### config.mk
export PLATFORM = sky130hd
export DESIGN_NAME = axi4lite_slave_regs
export DESIGN_NICKNAME = d
export VERILOG_FILES = /design/src/rtl/axi4lite_slave_regs.sv
export SDC_FILE = /design/constraint.sdc
export NUM_CORES = 1
export LEC_CHECK = 0
export BUFFER_PORTS_ARGS = -buffer_cell sky130_fd_sc_hd__buf_2
export CORE_UTILIZATION = 58
export CTS_BUF_LIST = sky130_fd_sc_hd__clkbuf_2 sky130_fd_sc_hd__clkbuf_4 sky130_fd_sc_hd__clkbuf_8
export DETAILED_ROUTE_END_ITERATION = 7
export PLACE_DENSITY = 0.79
export SLEW_MARGIN = 20
export SYNTH_ARGS = -nofsm -noshare
export SYNTH_HDL_FRONTEND = slang
export SYNTH_SLANG_ARGS = --single-unit
### constraint.sdc
create_clock -name ACLK -period 23.1 [get_ports ACLK]
set_clock_uncertainty 0.1 [all_clocks]
set_input_delay 4.62 -clock ACLK [delete_from_list [all_inputs] [get_ports ACLK]]
set_output_delay 4.62 -clock ACLK [all_outputs]
set_load 0.005 [all_outputs]
### src/rtl/axi4lite_slave_regs.sv
// AXI4-Lite responder exposing NUM_REGS memory-mapped 32-bit registers.
// Write and read channels run independent FSMs; at most one write and one read are in flight.
package axi4lite_pkg;
   localparam int ADDRWIDTH = 32;
   localparam int DATAWIDTH = 32;

   localparam logic [1:0] RESP_OKAY   = 2'b00;
   localparam logic [1:0] RESP_SLVERR = 2'b10;

   typedef enum logic [1:0] {
      IDLE = 2'd0,
      ADDR = 2'd1,
      DATA = 2'd2,
      RESP = 2'd3
   } axi_state_t;
endpackage

module axi4lite_slave_regs #(
   parameter int ADDRWIDTH = axi4lite_pkg::ADDRWIDTH,
   parameter int DATAWIDTH = axi4lite_pkg::DATAWIDTH,
   parameter int NUM_REGS  = 16
) (
   input  logic                   ACLK,
   input  logic                   ARESET,
   input  logic [ADDRWIDTH-1:0]   AWADDR,
   input  logic                   AWVALID,
   output logic                   AWREADY,
   input  logic [DATAWIDTH-1:0]   WDATA,
   input  logic [DATAWIDTH/8-1:0] WSTRB,
   input  logic                   WVALID,
   output logic                   WREADY,
   output logic [1:0]             BRESP,
   output logic                   BVALID,
   input  logic                   BREADY,
   input  logic [ADDRWIDTH-1:0]   ARADDR,
   input  logic                   ARVALID,
   output logic                   ARREADY,
   output logic [DATAWIDTH-1:0]   RDATA,
   output logic [1:0]             RRESP,
   output logic                   RVALID,
   input  logic                   RREADY
);
   import axi4lite_pkg::axi_state_t;
   import axi4lite_pkg::IDLE;
   import axi4lite_pkg::ADDR;
   import axi4lite_pkg::DATA;
   import axi4lite_pkg::RESP;
   import axi4lite_pkg::RESP_OKAY;
   import axi4lite_pkg::RESP_SLVERR;

   localparam int STRBW  = DATAWIDTH / 8;
   localparam int IDXW   = $clog2(NUM_REGS);
   localparam int WADDRW = ADDRWIDTH - 2;

   // Word address: byte offset bits [1:0] never take part in decode.
   function automatic logic f_in_range(input logic [WADDRW-1:0] a);
      return (a >> IDXW) == '0;
   endfunction

   function automatic logic [IDXW-1:0] f_index(input logic [WADDRW-1:0] a);
      return a[IDXW-1:0];
   endfunction

   axi_state_t           r_wstate;
   axi_state_t           w_wstate_nxt;
   axi_state_t           r_rstate;
   axi_state_t           w_rstate_nxt;

   logic                 r_rdy_en;
   logic [WADDRW-1:0]    r_awaddr;
   logic [DATAWIDTH-1:0] r_wdata;
   logic [STRBW-1:0]     r_wstrb;
   logic [1:0]           r_bresp;
   logic [DATAWIDTH-1:0] r_rdata;
   logic [1:0]           r_rresp;
   logic [DATAWIDTH-1:0] r_regs [NUM_REGS];

   logic [WADDRW-1:0]    w_aw_word;
   logic [WADDRW-1:0]    w_ar_word;
   logic                 w_awready;
   logic                 w_wready;
   logic                 w_arready;
   logic                 w_aw_hs;
   logic                 w_w_hs;
   logic                 w_ar_hs;
   logic                 w_commit;
   logic [WADDRW-1:0]    w_cm_addr;
   logic [DATAWIDTH-1:0] w_cm_data;
   logic [STRBW-1:0]     w_cm_strb;
   logic                 w_unused_addr_lsbs;

   assign w_aw_word          = AWADDR[ADDRWIDTH-1:2];
   assign w_ar_word          = ARADDR[ADDRWIDTH-1:2];
   assign w_unused_addr_lsbs = ^{AWADDR[1:0], ARADDR[1:0]};

   // Readies stay low during reset and until the first edge after release.
   assign w_awready = r_rdy_en && (r_wstate == IDLE || r_wstate == DATA);
   assign w_wready  = r_rdy_en && (r_wstate == IDLE || r_wstate == ADDR);
   assign w_arready = r_rdy_en && (r_rstate == IDLE);

   assign w_aw_hs = AWVALID && w_awready;
   assign w_w_hs  = WVALID && w_wready;
   assign w_ar_hs = ARVALID && w_arready;

   assign AWREADY = w_awready;
   assign WREADY  = w_wready;
   assign ARREADY = w_arready;
   assign BVALID  = (r_wstate == RESP);
   assign BRESP   = r_bresp;
   assign RVALID  = (r_rstate == DATA);
   assign RDATA   = r_rdata;
   assign RRESP   = r_rresp;

   // NOTE: sequential state uses non-blocking assignments so every flop samples pre-edge values.
   always_ff @(posedge ACLK or posedge ARESET) begin
      if (ARESET) begin
         r_rdy_en <= 1'b0;
         r_wstate <= IDLE;
         r_rstate <= IDLE;
      end else begin
         r_rdy_en <= 1'b1;
         r_wstate <= w_wstate_nxt;
         r_rstate <= w_rstate_nxt;
      end
   end

   // NOTE: every always_comb output gets a default first so no path can infer a latch.
   always_comb begin
      w_wstate_nxt = r_wstate;
      w_commit     = 1'b0;
      w_cm_addr    = r_awaddr;
      w_cm_data    = r_wdata;
      w_cm_strb    = r_wstrb;
      case (r_wstate)
         IDLE: begin
            if (w_aw_hs && w_w_hs) begin
               w_commit     = 1'b1;
               w_cm_addr    = w_aw_word;
               w_cm_data    = WDATA;
               w_cm_strb    = WSTRB;
               w_wstate_nxt = RESP;
            end else if (w_aw_hs) begin
               w_wstate_nxt = ADDR;
            end else if (w_w_hs) begin
               w_wstate_nxt = DATA;
            end
         end
         ADDR: begin
            if (w_w_hs) begin
               w_commit     = 1'b1;
               w_cm_data    = WDATA;
               w_cm_strb    = WSTRB;
               w_wstate_nxt = RESP;
            end
         end
         DATA: begin
            if (w_aw_hs) begin
               w_commit     = 1'b1;
               w_cm_addr    = w_aw_word;
               w_wstate_nxt = RESP;
            end
         end
         RESP: begin
            if (BREADY) w_wstate_nxt = IDLE;
         end
         default: w_wstate_nxt = IDLE;
      endcase
   end

   // Read channel only ever visits IDLE and DATA.
   always_comb begin
      w_rstate_nxt = r_rstate;
      case (r_rstate)
         IDLE:    if (w_ar_hs) w_rstate_nxt = DATA;
         DATA:    if (RREADY) w_rstate_nxt = IDLE;
         default: w_rstate_nxt = IDLE;
      endcase
   end

   always_ff @(posedge ACLK or posedge ARESET) begin
      if (ARESET) begin
         r_awaddr <= '0;
         r_wdata  <= '0;
         r_wstrb  <= '0;
         r_bresp  <= RESP_OKAY;
      end else begin
         if (w_aw_hs) r_awaddr <= w_aw_word;
         if (w_w_hs) begin
            r_wdata <= WDATA;
            r_wstrb <= WSTRB;
         end
         if (w_commit) r_bresp <= f_in_range(w_cm_addr) ? RESP_OKAY : RESP_SLVERR;
      end
   end

   // NOTE: the register bank is cleared by reset because software relies on zeroed contents.
   always_ff @(posedge ACLK or posedge ARESET) begin
      if (ARESET) begin
         for (int i = 0; i < NUM_REGS; i++) r_regs[i] <= '0;
      end else if (w_commit && f_in_range(w_cm_addr)) begin
         for (int b = 0; b < STRBW; b++) begin
            if (w_cm_strb[b]) r_regs[f_index(w_cm_addr)][b*8 +: 8] <= w_cm_data[b*8 +: 8];
         end
      end
   end

   // Sampling r_regs here sees the pre-commit value when a write lands on the same edge.
   always_ff @(posedge ACLK or posedge ARESET) begin
      if (ARESET) begin
         r_rdata <= '0;
         r_rresp <= RESP_OKAY;
      end else if (w_ar_hs) begin
         if (f_in_range(w_ar_word)) begin
            r_rdata <= r_regs[f_index(w_ar_word)];
            r_rresp <= RESP_OKAY;
         end else begin
            r_rdata <= '0;
            r_rresp <= RESP_SLVERR;
         end
      end
   end

endmodule

==> flow_summary.rst <==
.. list-table::
   :header-rows: 1

   * - Metric
     - Value
   * - Run status
     - finished, violations left
   * - Violated checks
     - DRC
   * - Number of H-tree branching levels
     - 3
   * - Global routing usage summed across all routing layers
     - 0.279
   * - Commonest non-fill, non-tap cells in the layout
     - 616 x dfrtp_1, 448 x mux2_4, 192 x nand2_1, 160 x mux4_2, 145 x buf_2
   * - Type of the most critical hold path
     - register to register
   * - CP startpoint kind
     - primary input
   * - Int Power
     - 2.21 mW
   * - Met3 Wirelength
     - 4230 µm
   * - Register clock-pin slew on the reported worst setup and hold paths
     - 60 ps
   * - Largest net degree at the start of global routing
     - 161
   * - DR iter-0 viols
     - around 1300
   * - GR Overflow Total
     - 0
   * - Number of buffers created by CTS
     - between 90 and 100
   * - Net Switching
     - 1.07 mW
   * - Clock sink count
     - 616
   * - Count of cells along the worst hold path
     - 2
   * - Total setup violations reported at the end of the flow
     - 0
   * - Number of nets in the final layout
     - 2255
   * - Final critical-path required period
     - 8600 ps
   * - Mean Syn Cell Area
     - 15.7 µm²
   * - Switching Fraction
     - 0.327
   * - Count of boundary I/O pins
     - 148
   * - Part of the cycle the worst path needs
     - 0.372
   * - Power per Cell Area
     - about 95 nW/µm²
   * - Worst hold endpoint
     - RDATA[12]
   * - Die area
     - 54500 µm²
   * - Register-to-register setup slack
     - 17490 ps
   * - Largest cells by area after synthesis
     - dfrtp_1 50%, mux2_4 22%, mux4_2 12%, nor3_4 2.9%, nand2_1 2.3%
   * - Cells resized by post-CTS repair
     - 0
   * - Fraction of registers with async set or reset after synthesis
     - 1.00
   * - Final TNS setup
     - 0 ps
   * - Worst reg2reg startpoint
     - r_wstate[1]
   * - CTS tree
     - yes
   * - Number of slew-limit violations in the final report
     - 0
   * - Core region area
     - 52800 µm²
   * - # hold bufs at CTS
     - 0
   * - Die width
     - 233 µm
   * - R2r worst-path depth
     - 10
   * - Clk root buf
     - clkbuf_8
   * - Avg Vias per Cell
     - between 6 and 7
   * - Sequential Power Share
     - 0.408
   * - Worst r2r dst
     - r_regs[2]
   * - Type of element capturing the critical path
     - register
   * - Die outline height
     - 233 µm
   * - Layout overhead on the synthesized area
     - 11.6%
   * - Number of cell rows
     - 84
   * - Combinational Power Share
     - 0.279
   * - Quantity of I/O buffers inserted on ports
     - ~140
   * - Hold Violations, Final
     - 0
   * - Hold Crit Start
     - RDATA[12]
   * - Initial core utilization
     - 0.588
   * - Proportion of power drawn by the clock network
     - 0.313
   * - Most area-hungry cell type in the Yosys netlist
     - dfrtp_1
   * - Portion of the post-synthesis area used by sequential elements
     - 0.496
   * - Number of buffers added for setup after CTS
     - 0
   * - Most frequently used flop master after synthesis
     - dfrtp_1
   * - Top routing layer in use
     - met4
   * - Deepest clock path buffer count
     - 3
   * - Transition time at the pin with the least slew margin
     - approximately 1000 ps
   * - Top cell type's share of synthesized area
     - 0.496
   * - Cell variety after synth
     - 64
   * - Antenna Nets Post-Route
     - 0
   * - Highest attainable clock frequency
     - 116 MHz
   * - Post-synth EDFFs
     - 0
   * - Post-DP HPWL
     - about 44000 µm
   * - Commonest non-fill, non-tap cell in the layout
     - dfrtp_1
   * - Yosys warning count
     - 0
   * - Initial antenna violation count
     - 4
   * - Number of global-route vias before repair
     - around 19000
   * - Met2 routed WL
     - 36100 µm
   * - Routability congestion estimate from global placement
     - 0.846
   * - Worst VDD drop
     - 0.0697 mV
   * - Wirelength, routed
     - approximately 73000 µm
   * - Critical path peak fanout
     - 33
   * - Vias post-DR
     - 17900
   * - Endpoint arrival time on the critical path
     - 9060 ps
   * - Register bit total from synthesis
     - 616
   * - Syn Std Cell Area
     - 31000 µm²
   * - Required time of the critical path
     - 23560 ps
   * - RSZ-0062 raised after global routing
     - false
   * - Detailed-routing wirelength on met1
     - 30500 µm
   * - Max-cap viol count
     - 0
   * - Critical path type
     - primary input to register
   * - Pre-antenna DRT Iters
     - 7
   * - Relative max-transition margin
     - 0.324
   * - Insertion delay of the later-clocked pin in the worst-skew pair
     - 690 ps
   * - Count of filler cells inserted in the layout
     - 3537
   * - Drt wl/cell
     - about 25 µm
   * - Gate Count Post-Synth
     - ~2000
   * - Final worst hold slack
     - 379 ps
   * - Ratio of cells with drive above 1 in the final layout
     - 0.500
   * - Leakage dissipation
     - 16.6 nW
   * - Residual DRC count
     - 16
   * - Global-route wire length before repair
     - 116000 µm
how the worst max path moves through the flow:
stage	start	endpoint	slack, ps
floorplan	ARESET	BRESP[1]	1130
global placement	AWVALID	r_regs[11]	14070
detailed placement	AWVALID	r_regs[4]	13920
CTS	AWVALID	r_regs[2]	14660
global route	AWVALID	r_regs[0]	14460
finish	AWVALID	r_regs[2]	14500
per-layer routing:
| layer | up-vias | GRT usage |
|---|---|---|
| li1 | 7661 | - |
| met5 | - | 0 |
| met3 | 144 | 0.0546 |
| met2 | 571 | 0.445 |
| met1 | 9540 | 0.381 |
| met4 | 0 | 0.110 |
kinds of logic (layout without fill, tap and decap cells):
family | after synthesis | after routing | synth area share
AO/OA/AOI/OAI | 145 | 145 | 0.0357
AND/OR/NAND/NOR | 333 | 333 | 0.0723
multiplexers | 704 | 704 | 0.368
adder cells (fa/ha/maj) | 4 | 4 | 0.00161
other | 2 | 7 | 0.000242
flip-flops | 616 | 616 | 0.496
buffers and inverters | 172 | 419 | 0.0261
power groups by stage:
stage / sequential, mW / combinational [mW] / clock, mW
final: 1.34 / 0.915 / 1.03
after global routing: 1.36 / 0.980 / 1.09
after CTS: 1.34 / 0.870 / 1.04
after detailed placement: 1.35 / 0.864 / 0
after global placement: 1.34 / 0.817 / 0
after floorplan: 1.33 / 0.698 / 0
layout make-up:
| cell class | instances | area (µm²) | area share |
|---|---|---|---|
| clock buffers | 173 | 2130 | 0.0615 |
| repair buffers | 195 | 1150 | 0.0331 |
| flip-flops and latches | 616 | 15400 | 0.445 |
| inverters | 43 | 169 | 0.00487 |
| diodes | 4 | 10.0 | 0.000289 |
| multi-input cells | 1189 | 14800 | 0.428 |
| well taps | 688 | 861 | 0.0248 |
| clock inverters | 8 | 71.3 | 0.00206 |
critical path, cell delays in order:
cell	delay [ps]
buf_2	310
o2111a_2	960
nand2_1	190
o2bb2ai_1	180
o211ai_1	190
buf_4	720
buf_4	760
or3b_1	700
mux2_4	350
metrics by stage:
| stage | std cells | worst slack [ps] | power [mW] | cell area [µm²] | util |
|---|---|---|---|---|---|
| after floorplan | 1977 | 1130 | 2.02 | 31100 | - |
| after global placement | 2702 | 14070 | 2.16 | 32200 | 0.610 |
| after detailed placement | 2705 | 13920 | 2.22 | 32200 | 0.611 |
| after CTS | 2886 | 14660 | 3.25 | 34500 | 0.653 |
| after global routing | 2915 | 14460 | 3.43 | 34600 | 0.657 |
| final | 2916 | 14500 | 3.28 | 34700 | 0.657 |
Yosys cell counts, types with 4 or more instances:
library cell,n
buf_4,5
nor2_1,11
buf_1,13
o211ai_1,32
nor2b_1,6
dfrtp_1,616
clkinv_1,30
clkbuf_1,74
inv_1,12
nor4_1,16
buf_2,21
a31o_1,4
nor3_4,56
mux2_4,448
mux2_2,31
buf_6,16
or3b_1,8
a22oi_1,34
o21ai_2,4
nand2_1,193
mux2_1,63
o21ai_1,39
nand4_1,7
mux4_2,160
o21ai_0,4
o22ai_1,5
ha_1,4
nand3_1,4
flip-flops by register name, summed over array words and instances, names as in the netlist:
signal / count
r_regs: 512
RDATA: 32
r_wdata: 32
r_awaddr: 30
r_wstrb: 4
r_wstate: 2
BRESP: 1
RRESP: 1
r_rdy_en: 1
r_rstate: 1
Power figures use the tool's default switching activity.
